[config.mk]
export PLATFORM = sky130hd
export DESIGN_NAME = decode_stage_flat
export DESIGN_NICKNAME = d
export VERILOG_FILES = /design/src/rtl/decode_if.sv /design/src/rtl/decode_stage.sv /design/src/flat_wrapper.sv
export SDC_FILE = /design/constraint.sdc
export NUM_CORES = 2
export LEC_CHECK = 0
export ABC_AREA = 1
export CORE_AREA = 2 2 382 384
export CTS_BUF_LIST = sky130_fd_sc_hd__clkbuf_8
export DETAILED_ROUTE_END_ITERATION = 6
export DIE_AREA = 0 0 384 386
export DONT_BUFFER_PORTS = 1
export PLACE_DENSITY = 0.68
export SYNTH_ARGS = -nofsm -noshare
export SYNTH_HDL_FRONTEND = slang
export SYNTH_SLANG_ARGS = --single-unit
export TNS_END_PERCENT = 10
[constraint.sdc]
create_clock -name clk -period 3.1 [get_ports clk]
set_input_delay 0.155 -clock clk [delete_from_list [all_inputs] [get_ports clk]]
set_output_delay 0.155 -clock clk [all_outputs]
set_load 0.01 [all_outputs]
[src/rtl/decode_if.sv]
// Signal bundle between the IF/ID register, write-back, M-stage forwarding and
// the Decode stage. The slave side is the decode stage itself.
interface decode_if;
  logic [31:0] D_instr_D;
  logic [31:0] D_PCPlus4_D;
  logic [31:0] D_Result_W;
  logic [4:0]  D_writeReg_W;
  logic        D_regWrite_W;
  logic [31:0] D_ALU_out_M;
  logic        D_forwardA_D;
  logic        D_forwardB_D;

  logic [31:0] D_RD1_D;
  logic [31:0] D_RD2_D;
  logic [31:0] D_signImm_D;
  logic [4:0]  D_Rs_D;
  logic [4:0]  D_Rt_D;
  logic [4:0]  D_Rd_D;
  logic        D_regWrite_D;
  logic        D_memToReg_D;
  logic        D_memWrite_D;
  logic        D_ALUSrc_D;
  logic        D_reg_dest_D;
  logic        D_branch_D;
  logic        D_jump_D;
  logic [2:0]  D_ALU_control_D;
  logic        D_PCSrc_D;
  logic [31:0] D_PCBranch_D;
  logic [31:0] D_PCJump_D;

  modport master (
    output D_instr_D, D_PCPlus4_D, D_Result_W, D_writeReg_W, D_regWrite_W,
           D_ALU_out_M, D_forwardA_D, D_forwardB_D,
    input  D_RD1_D, D_RD2_D, D_signImm_D, D_Rs_D, D_Rt_D, D_Rd_D,
           D_regWrite_D, D_memToReg_D, D_memWrite_D, D_ALUSrc_D, D_reg_dest_D,
           D_branch_D, D_jump_D, D_ALU_control_D, D_PCSrc_D, D_PCBranch_D,
           D_PCJump_D
  );

  modport slave (
    input  D_instr_D, D_PCPlus4_D, D_Result_W, D_writeReg_W, D_regWrite_W,
           D_ALU_out_M, D_forwardA_D, D_forwardB_D,
    output D_RD1_D, D_RD2_D, D_signImm_D, D_Rs_D, D_Rt_D, D_Rd_D,
           D_regWrite_D, D_memToReg_D, D_memWrite_D, D_ALUSrc_D, D_reg_dest_D,
           D_branch_D, D_jump_D, D_ALU_control_D, D_PCSrc_D, D_PCBranch_D,
           D_PCJump_D
  );
endinterface

[src/rtl/decode_stage.sv]
// MIPS Instruction Decode stage: register file, main/ALU decoders, sign
// extension, early branch resolution with M-stage forwarding, target adders.
module decode_stage #(
  parameter bit WRITE_BYPASS = 1'b1
) (
  input logic     clk,
  input logic     rst,
  decode_if.slave d
);

  localparam logic [5:0] OP_RTYPE = 6'b000000;
  localparam logic [5:0] OP_LW    = 6'b100011;
  localparam logic [5:0] OP_SW    = 6'b101011;
  localparam logic [5:0] OP_BEQ   = 6'b000100;
  localparam logic [5:0] OP_ADDI  = 6'b001000;
  localparam logic [5:0] OP_J     = 6'b000010;

  typedef enum logic [1:0] {
    ALUOP_ADD   = 2'b00,
    ALUOP_SUB   = 2'b01,
    ALUOP_FUNCT = 2'b10
  } alu_op_e;

  typedef struct packed {
    logic    reg_write;
    logic    reg_dest;
    logic    alu_src;
    logic    branch;
    logic    mem_write;
    logic    mem_to_reg;
    logic    jump;
    alu_op_e alu_op;
  } ctrl_t;

  logic [5:0]  op;
  logic [5:0]  funct;
  logic [4:0]  rs;
  logic [4:0]  rt;
  logic [31:0] sign_imm;

  assign op       = d.D_instr_D[31:26];
  assign funct    = d.D_instr_D[5:0];
  assign rs       = d.D_instr_D[25:21];
  assign rt       = d.D_instr_D[20:16];
  assign sign_imm = {{16{d.D_instr_D[15]}}, d.D_instr_D[15:0]};

  // ---------------------------------------------------------------------------
  // Register file
  // ---------------------------------------------------------------------------
  logic [31:0] regs [32];
  logic        wr_active;

  assign wr_active = d.D_regWrite_W && (d.D_writeReg_W != 5'd0);

  // NOTE: the register file is built from flops, not a RAM macro, because reset
  // must clear all 32 entries in a single edge.
  always_ff @(posedge clk) begin
    if (rst) begin
      for (int i = 0; i < 32; i++) regs[i] <= '0;
    end else if (wr_active) begin
      regs[d.D_writeReg_W] <= d.D_Result_W;
    end
  end

  logic [31:0] rd1;
  logic [31:0] rd2;

  // NOTE: every always_comb output gets a default first so no path can infer a latch.
  always_comb begin
    rd1 = '0;
    rd2 = '0;
    if (!rst) begin
      if (WRITE_BYPASS && wr_active && d.D_writeReg_W == rs) rd1 = d.D_Result_W;
      else if (rs != 5'd0)                                   rd1 = regs[rs];
      if (WRITE_BYPASS && wr_active && d.D_writeReg_W == rt) rd2 = d.D_Result_W;
      else if (rt != 5'd0)                                   rd2 = regs[rt];
    end
  end

  // ---------------------------------------------------------------------------
  // Main decoder and ALU decoder
  // ---------------------------------------------------------------------------
  ctrl_t       ctrl;
  logic [2:0]  alu_control;

  always_comb begin
    ctrl = '0;
    unique case (op)
      OP_RTYPE: ctrl = '{1'b1, 1'b1, 1'b0, 1'b0, 1'b0, 1'b0, 1'b0, ALUOP_FUNCT};
      OP_LW:    ctrl = '{1'b1, 1'b0, 1'b1, 1'b0, 1'b0, 1'b1, 1'b0, ALUOP_ADD};
      OP_SW:    ctrl = '{1'b0, 1'b0, 1'b1, 1'b0, 1'b1, 1'b0, 1'b0, ALUOP_ADD};
      OP_BEQ:   ctrl = '{1'b0, 1'b0, 1'b0, 1'b1, 1'b0, 1'b0, 1'b0, ALUOP_SUB};
      OP_ADDI:  ctrl = '{1'b1, 1'b0, 1'b1, 1'b0, 1'b0, 1'b0, 1'b0, ALUOP_ADD};
      OP_J:     ctrl = '{1'b0, 1'b0, 1'b0, 1'b0, 1'b0, 1'b0, 1'b1, ALUOP_ADD};
      default:  ctrl = '0;
    endcase
  end

  always_comb begin
    alu_control = 3'b000;
    case (ctrl.alu_op)
      ALUOP_ADD: alu_control = 3'b010;
      ALUOP_SUB: alu_control = 3'b110;
      ALUOP_FUNCT: begin
        case (funct)
          6'b100000: alu_control = 3'b010;
          6'b100010: alu_control = 3'b110;
          6'b100100: alu_control = 3'b000;
          6'b100101: alu_control = 3'b001;
          6'b101010: alu_control = 3'b111;
          default:   alu_control = 3'b000;
        endcase
      end
      default: alu_control = 3'b000;
    endcase
  end

  // ---------------------------------------------------------------------------
  // Branch resolution in Decode, operands optionally forwarded from M
  // ---------------------------------------------------------------------------
  logic [31:0] cmp_a;
  logic [31:0] cmp_b;

  assign cmp_a = d.D_forwardA_D ? d.D_ALU_out_M : rd1;
  assign cmp_b = d.D_forwardB_D ? d.D_ALU_out_M : rd2;

  assign d.D_RD1_D         = rd1;
  assign d.D_RD2_D         = rd2;
  assign d.D_signImm_D     = sign_imm;
  assign d.D_Rs_D          = rs;
  assign d.D_Rt_D          = rt;
  assign d.D_Rd_D          = d.D_instr_D[15:11];
  assign d.D_regWrite_D    = ctrl.reg_write;
  assign d.D_memToReg_D    = ctrl.mem_to_reg;
  assign d.D_memWrite_D    = ctrl.mem_write;
  assign d.D_ALUSrc_D      = ctrl.alu_src;
  assign d.D_reg_dest_D    = ctrl.reg_dest;
  assign d.D_branch_D      = ctrl.branch;
  assign d.D_jump_D        = ctrl.jump;
  assign d.D_ALU_control_D = alu_control;
  assign d.D_PCSrc_D       = !rst && ctrl.branch && (cmp_a == cmp_b);
  assign d.D_PCBranch_D    = d.D_PCPlus4_D + {sign_imm[29:0], 2'b00};
  assign d.D_PCJump_D      = {d.D_PCPlus4_D[31:28], d.D_instr_D[25:0], 2'b00};

endmodule

[src/flat_wrapper.sv]
// flat-port wrapper written by rule: the top's interface ports become plain ports
module decode_stage_flat 
#(
  parameter bit WRITE_BYPASS = 1'b1
)
  (clk, rst, d_D_instr_D, d_D_PCPlus4_D, d_D_Result_W, d_D_writeReg_W, d_D_regWrite_W, d_D_ALU_out_M, d_D_forwardA_D, d_D_forwardB_D, d_D_RD1_D, d_D_RD2_D, d_D_signImm_D, d_D_Rs_D, d_D_Rt_D, d_D_Rd_D, d_D_regWrite_D, d_D_memToReg_D, d_D_memWrite_D, d_D_ALUSrc_D, d_D_reg_dest_D, d_D_branch_D, d_D_jump_D, d_D_ALU_control_D, d_D_PCSrc_D, d_D_PCBranch_D, d_D_PCJump_D);
  decode_if d_i ();
  input logic clk;
  input logic rst;
  input wire logic [$bits(d_i.D_instr_D)-1:0] d_D_instr_D;
  input wire logic [$bits(d_i.D_PCPlus4_D)-1:0] d_D_PCPlus4_D;
  input wire logic [$bits(d_i.D_Result_W)-1:0] d_D_Result_W;
  input wire logic [$bits(d_i.D_writeReg_W)-1:0] d_D_writeReg_W;
  input wire logic [$bits(d_i.D_regWrite_W)-1:0] d_D_regWrite_W;
  input wire logic [$bits(d_i.D_ALU_out_M)-1:0] d_D_ALU_out_M;
  input wire logic [$bits(d_i.D_forwardA_D)-1:0] d_D_forwardA_D;
  input wire logic [$bits(d_i.D_forwardB_D)-1:0] d_D_forwardB_D;
  output wire logic [$bits(d_i.D_RD1_D)-1:0] d_D_RD1_D;
  output wire logic [$bits(d_i.D_RD2_D)-1:0] d_D_RD2_D;
  output wire logic [$bits(d_i.D_signImm_D)-1:0] d_D_signImm_D;
  output wire logic [$bits(d_i.D_Rs_D)-1:0] d_D_Rs_D;
  output wire logic [$bits(d_i.D_Rt_D)-1:0] d_D_Rt_D;
  output wire logic [$bits(d_i.D_Rd_D)-1:0] d_D_Rd_D;
  output wire logic [$bits(d_i.D_regWrite_D)-1:0] d_D_regWrite_D;
  output wire logic [$bits(d_i.D_memToReg_D)-1:0] d_D_memToReg_D;
  output wire logic [$bits(d_i.D_memWrite_D)-1:0] d_D_memWrite_D;
  output wire logic [$bits(d_i.D_ALUSrc_D)-1:0] d_D_ALUSrc_D;
  output wire logic [$bits(d_i.D_reg_dest_D)-1:0] d_D_reg_dest_D;
  output wire logic [$bits(d_i.D_branch_D)-1:0] d_D_branch_D;
  output wire logic [$bits(d_i.D_jump_D)-1:0] d_D_jump_D;
  output wire logic [$bits(d_i.D_ALU_control_D)-1:0] d_D_ALU_control_D;
  output wire logic [$bits(d_i.D_PCSrc_D)-1:0] d_D_PCSrc_D;
  output wire logic [$bits(d_i.D_PCBranch_D)-1:0] d_D_PCBranch_D;
  output wire logic [$bits(d_i.D_PCJump_D)-1:0] d_D_PCJump_D;
  assign d_i.D_instr_D = d_D_instr_D;
  assign d_i.D_PCPlus4_D = d_D_PCPlus4_D;
  assign d_i.D_Result_W = d_D_Result_W;
  assign d_i.D_writeReg_W = d_D_writeReg_W;
  assign d_i.D_regWrite_W = d_D_regWrite_W;
  assign d_i.D_ALU_out_M = d_D_ALU_out_M;
  assign d_i.D_forwardA_D = d_D_forwardA_D;
  assign d_i.D_forwardB_D = d_D_forwardB_D;
  assign d_D_RD1_D = d_i.D_RD1_D;
  assign d_D_RD2_D = d_i.D_RD2_D;
  assign d_D_signImm_D = d_i.D_signImm_D;
  assign d_D_Rs_D = d_i.D_Rs_D;
  assign d_D_Rt_D = d_i.D_Rt_D;
  assign d_D_Rd_D = d_i.D_Rd_D;
  assign d_D_regWrite_D = d_i.D_regWrite_D;
  assign d_D_memToReg_D = d_i.D_memToReg_D;
  assign d_D_memWrite_D = d_i.D_memWrite_D;
  assign d_D_ALUSrc_D = d_i.D_ALUSrc_D;
  assign d_D_reg_dest_D = d_i.D_reg_dest_D;
  assign d_D_branch_D = d_i.D_branch_D;
  assign d_D_jump_D = d_i.D_jump_D;
  assign d_D_ALU_control_D = d_i.D_ALU_control_D;
  assign d_D_PCSrc_D = d_i.D_PCSrc_D;
  assign d_D_PCBranch_D = d_i.D_PCBranch_D;
  assign d_D_PCJump_D = d_i.D_PCJump_D;
  decode_stage #(.WRITE_BYPASS(WRITE_BYPASS)) u_core (.clk(clk), .rst(rst), .d(d_i));
endmodule
[Word-level counts from Yosys, hierarchy flattened]
Memories as Yosys holds them, arrays and structs flattened.
Index checks and enable logic that the tools add are counted.
Storage, ports and cells
  flip-flop bits (word level): 0
  latch bits: 0
  RAM bits: 1024
  bits in read-only memories: 0
  input port bits: 138
  output and inout bits: 186
  logic and storage cells: 47
  memories kept: 1
Memories
  u_core.regs: words 32, width 32, read ports 2, clocked after memory_dff 0, write ports 32, line decode_stage.sv:50  | logic [31:0] regs [32];
Cells by class
  add/sub/neg operators: 1
  $mul: 0
  divide/modulo/power cells: 0
  magnitude comparators: 0
  equal/unequal tests: 14
  shifts and indexed selects: 0
  mux-type cells: 19
  bitwise gates (word level): 0
  reductions and logical operators: 12
Operator list (count)
  32-bit two-way mux: 9
  9-bit one-hot mux with 6 select lines: 1
  6-bit == test (second input constant): 6
  32-bit adder: 1
  32-bit == test: 1
  32-bit OR reduction: 1
  5-bit nonzero test: 3
  3-bit one-hot mux with 4 select lines: 1
  5-bit == test: 2
  3-bit one-hot mux with 3 select lines: 1
  6-bit by 2-bit == test with 1-bit output (second input constant): 1
  6-bit by 3-bit == test with 1-bit output (second input constant): 1
  6-bit by 4-bit == test with 1-bit output (second input constant): 1
  6-bit zero test: 1
  1-bit two-way mux: 6
  1-bit logical AND: 5
  5-bit two-way mux: 1
  2-bit by 1-bit == test with 1-bit output (second input constant): 1
  2-bit == test (second input constant): 1
  2-bit zero test: 1
  1-bit zero test: 1

[Longest topological paths before layout]
  depth after elaboration: 8
  mapped depth: 24
  mapped depth without buffers: 20

[Least setup slack after synthesis]
Ideal clock, no wire load.
  path kind: in2reg
  start point: input port d_D_writeReg_W[2]
  end point: memory u_core.regs[28][0], enable pin
  setup time: 389 ps
  arrival: 2265 ps
  data required time: 2711 ps
  slack: 445 ps
  stages: 10
  path buffers: 2
  path through: buf_4 inv_2 nand4_1 nand2_1 nor2_1 inv_1 nor3_1 nand3_1 clkbuf_1 nand2_1
RTL lines
  start, declared: line flat_wrapper.sv:13  | input wire logic [$bits(d_i.D_writeReg_W)-1:0] d_D_writeReg_W;
  end, declared: line decode_stage.sv:50

[Worst setup path after layout]
  start point: input port d_D_instr_D[21]
  end point: output port d_D_PCSrc_D
Between the ends
  cells in the longest elaborated chain, start to end: 7
  elaborated cells between the ends (all ways): 10
  those cells by class: eq/ne (2); mux (4); reduce/logical (3); memory (1)
Ends and longest elaborated chain
  start, declared: line flat_wrapper.sv:10  | input wire logic [$bits(d_i.D_instr_D)-1:0] d_D_instr_D;
  memory read 32 x 32 bit (tied with other cells)
  32-bit two-way mux or 1-bit logical AND (tied branches): line decode_stage.sv:74, decode_stage.sv:73
  32-bit two-way mux (*): line decode_stage.sv:73  | if (WRITE_BYPASS && wr_active && d.D_writeReg_W == rs) rd1 = d.D_Result_W;
  32-bit two-way mux (*): line decode_stage.sv:72  | if (!rst) begin
  32-bit two-way mux (*): line decode_stage.sv:124  | assign cmp_a = d.D_forwardA_D ? d.D_ALU_out_M : rd1;
  32-bit == test (*): line decode_stage.sv:141  | assign d.D_PCSrc_D = !rst && ctrl.branch && (cmp_a == cmp_b);
  1-bit logical AND (*): line decode_stage.sv:141
  end, declared: line flat_wrapper.sv:32  | output wire logic [$bits(d_i.D_PCSrc_D)-1:0] d_D_PCSrc_D;
Every way passes the cells marked *; elsewhere a longest branch is shown, timed or not.

==> impl_metrics.env <==
export IMPL_status="finished, violations left"
export IMPL_failed_checks="slew limit, setup timing"
export IMPL_fin_crit_ns=4.082
export IMPL_yosysSeqAreaShare_pct=49.81
export IMPL_start_util_pct=42.72
export IMPL_power_density_nw_per_um2=485.4
export IMPL_vias=60090
export IMPL_drtAntennaViolNets=0
export IMPL_grt_ovfl_total=0
export IMPL_report_final_setup_viol=34
export IMPL_core_sq_um=144500
export IMPL_die_area_sq_um=148200
export IMPL_min_path_type="input pin to flip-flop"
export IMPL_worstSetupEndpointType="output port"
export IMPL_post_place_cells=9594
export IMPL_cp_top_family="simple AND/OR/NAND/NOR gates"
export IMPL_cts_inserted_buffers=166
export IMPL_grt_pass1_wl_mm=350.2
export IMPL_via_per_inst=6.041
export IMPL_cp_cell_sequence="clkinv_16 > buf_4 > buf_6 > buf_4 > nand2_1 > nand3_2 > nand3_2 > nand2_2 > nand2_2 > nand3_4 > nand3_2 > nand2_2 > nand3_2 > nand4_1 > nand2_1 > nor2_2 > nand2_1 > nor2_1 > nand3_1 > nor2_1 > buf_4"
export IMPL_path_clk_slew_ns=0.06
export IMPL_drt_initial_drc_count=11040
export IMPL_top_regs="u_core.regs: 1024 flops"
export IMPL_arrival_ns=3.93
export IMPL_synthToLayoutAreaGrowth_pct=9.759
export IMPL_cts_tree="built"
export IMPL_synth_edff_count=1024
export IMPL_die_y_um=386
export IMPL_ir_drop_mv=0.4674
export IMPL_synth_top_flop_cell="edfxtp_1"
export IMPL_port_buffers=0
export IMPL_htreeDepth=4
export IMPL_cp_slowest_cell="clkinv_16"
export IMPL_gp_congestion=0.9805
export IMPL_synthArstFlopShare_pct=0
export IMPL_cp_start_kind="input pin"
export IMPL_drive_gt1_share_pct=8.608
export IMPL_grt_pass1_vias=54810
export IMPL_rows=140
export IMPL_post_drt_wl_per_cell_um=24.26
export IMPL_pwr_share_seq_pct=49.9
export IMPL_setup_slack_ns=-0.9825
export IMPL_fill_cells=13860
export IMPL_fin_cells=9946
export IMPL_worstPathRequired_ns=2.94
export IMPL_hold_viol_final=0
export IMPL_synth_area_sq_um=61730
export IMPL_fmax_mhz=245.0
export IMPL_rsz0062_at_grt="true"
export IMPL_crit_type="input pin to output port"
export IMPL_cts_sinks=1024
export IMPL_power_frac_comb_pct=16.3
export IMPL_intPower_w=0.02313
export IMPL_largest_reg_flops=1024
export IMPL_synthDistinctLibCells=42
export IMPL_avgSynthCellArea_sq_um=7.581
export IMPL_detailedRoute_firstPassIterationCount=6
export IMPL_die_w_um=384
export IMPL_switching_share_pct=29.68
export IMPL_cts_root_buffer="clkbuf_8"
export IMPL_nets=8063
export IMPL_post_route_drc_count=0
export IMPL_netlist_instances=8143
export IMPL_worst_path_most_repeated_cell="nand3_2"
export IMPL_grt_antenna_before_repair=9
export IMPL_grt_max_degree=524
export IMPL_pin_count=324
export IMPL_holdWs_ns=0.07128
export IMPL_drv_cap=0
export IMPL_ys_ff_latch=1024
export IMPL_path_max_fanout=523
export IMPL_registers_top_by_ff_count="u_core.regs"
export IMPL_power_leakage_nw=29.21
export IMPL_fin_crit_sh_pct=131.7
export IMPL_place_hpwl_mm=140.3
export IMPL_relSlewSlack_pct=-44.29
export IMPL_grt_total_usage_pct=31.39
export IMPL_drt_total_wl_mm=241.3
export IMPL_cpPeakStageDelay_ns=0.38
export IMPL_ys_warn_count=0
export IMPL_worst_pin_slew_ns=2.164
export IMPL_crit_buf_inv=5
export IMPL_drv_slew=376
export IMPL_clkPwrFrac_pct=33.8
export IMPL_cts_buffer_depth=3
export IMPL_p_sw_w=0.009762
-- cell usage after synthesis (2+ instances only) --
master / number / area (sq um)
nand3b_1: 3 / 22.52
ha_1: 29 / 362.9
nand4_1: 13 / 81.33
nor4_2: 2 / 25.02
buf_6: 34 / 382.9
a21oi_1: 54 / 270.3
buf_4: 135 / 1013
or2_2: 14 / 87.58
xnor2_1: 17 / 148.9
inv_2: 7 / 26.28
nor4_1: 4 / 25.02
a31oi_1: 4 / 25.02
o22ai_1: 14 / 87.58
buf_1: 40 / 150.1
buf_2: 255 / 1276
a221oi_1: 3 / 26.28
nand3_1: 1732 / 8668
o21a_1: 2 / 15.01
clkbuf_2: 2 / 10.01
xor2_1: 20 / 175.2
nand2_1: 2959 / 11110
o21ai_0: 121 / 605.6
a21o_1: 5 / 37.54
nor2_1: 1075 / 4035
a21boi_0: 4 / 30.03
clkbuf_1: 290 / 1089
nor3_1: 14 / 70.07
o21ai_1: 23 / 115.1
edfxtp_1: 1024 / 30750
inv_1: 228 / 855.8
o211ai_1: 3 / 22.52
buf_8: 3 / 45.04
-- worst paths after layout --
path | from | to | slack [ns] | cells past startpoint
worst max-delay path | d_D_instr_D[21] | d_D_PCSrc_D | -0.98 | 21
worst min-delay path | d_D_Result_W[24] | u_core.regs[3][24] | 0.07 | 2
-- routing by layer --
metal  vias to the layer above  GRT usage [%]  share of wire (%)
li1                      26220              -                  -
met4                        10          15.58                5.1
met2                      5041          48.01                 44
met5                         -              0              0.030
met1                     27910          40.37                 35
met3                       910          9.428                 15
-- stage by stage --
stage | area [sq um] | util [%] | setup WS [ns] | setup TNS [ns] | total power (W)
finish | 67760 | 46.89 | -0.9825 | -5.987 | 0.03289
global route | 67740 | 46.87 | -0.6887 | -0.6887 | 0.03388
CTS | 66770 | 46.20 | -0.3285 | -0.3285 | 0.03250
detailed placement | 63260 | 43.77 | 0.02556 | 0 | 0.02157
global placement | 63260 | 43.77 | 0.02305 | 0 | 0.02148
floorplan | 61860 | - | 0.4453 | 0 | 0.02024
-- power groups by stage --
stage	registers, W	clock network, W	logic, W
global placement	0.0166	0	0.00484
finish	0.0164	0.0111	0.00537
CTS	0.0164	0.0111	0.00501
global route	0.0165	0.0117	0.00574
detailed placement	0.0167	0	0.00490
floorplan	0.0166	0	0.00367
-- logic make-up (layout without fill, tap and decap cells) --
| family | count (synthesis) | count (layout) | share of synthesized area [%] |
|---|---|---|---|
| AND/OR/NAND/NOR | 5818 | 5818 | 39.10 |
| flip-flops | 1024 | 1024 | 49.81 |
| buffers and inverters | 996 | 836 | 7.892 |
| AO/OA/AOI/OAI | 237 | 237 | 2.051 |
| XOR/XNOR | 37 | 37 | 0.5249 |
| adder cells (fa/ha/maj) | 30 | 30 | 0.6202 |
| other | 1 | 47 | 0.006074 |
-- cell type report --
type                    instances  area (sq um)  area share, %
flip-flops and latches       1024         30750          45.38
well taps                    1917          2399          3.540
diodes                         13         32.53        0.04801
clock inverters               118         616.8         0.9104
clock buffers                 171          2354          3.473
inverters                     236         964.7          1.424
multi-input cells            6156         27180          40.11
repair buffers                311          3465          5.113
-- layout by cell type (no fill, tap or decap), types with 17 or more instances in the layout --
cell type and count:
a21oi_1 54, clkinv_2 24, conb_1 34, clkbuf_8 171, dlygate4sd3_1 29, xor2_1 20, clkinv_1 28, nand2_1 2897
nand2_2 62, ha_1 29, edfxtp_1 1024, o21ai_1 22, nand3_4 30, nand3_2 81, nor2_1 1074, xnor2_1 17
buf_4 199, o21ai_0 121, buf_12 71, nand3_1 1621, inv_1 279
-- repair_timing --
| action | 4_1_cts | 5_1_grt |
|---|---|---|
| endpoints found under the hold margin | 1206 | 0 |
| setup endpoints to repair | 1 | 4 |
| hold buffers | 31 | 0 |
| setup buffers | 0 | 17 |
| pin swaps | 9 | 33 |
| gates cloned | 0 | 3 |
| resized for setup | 46 | 143 |
Note: power is estimated with default switching activity, not from simulation.
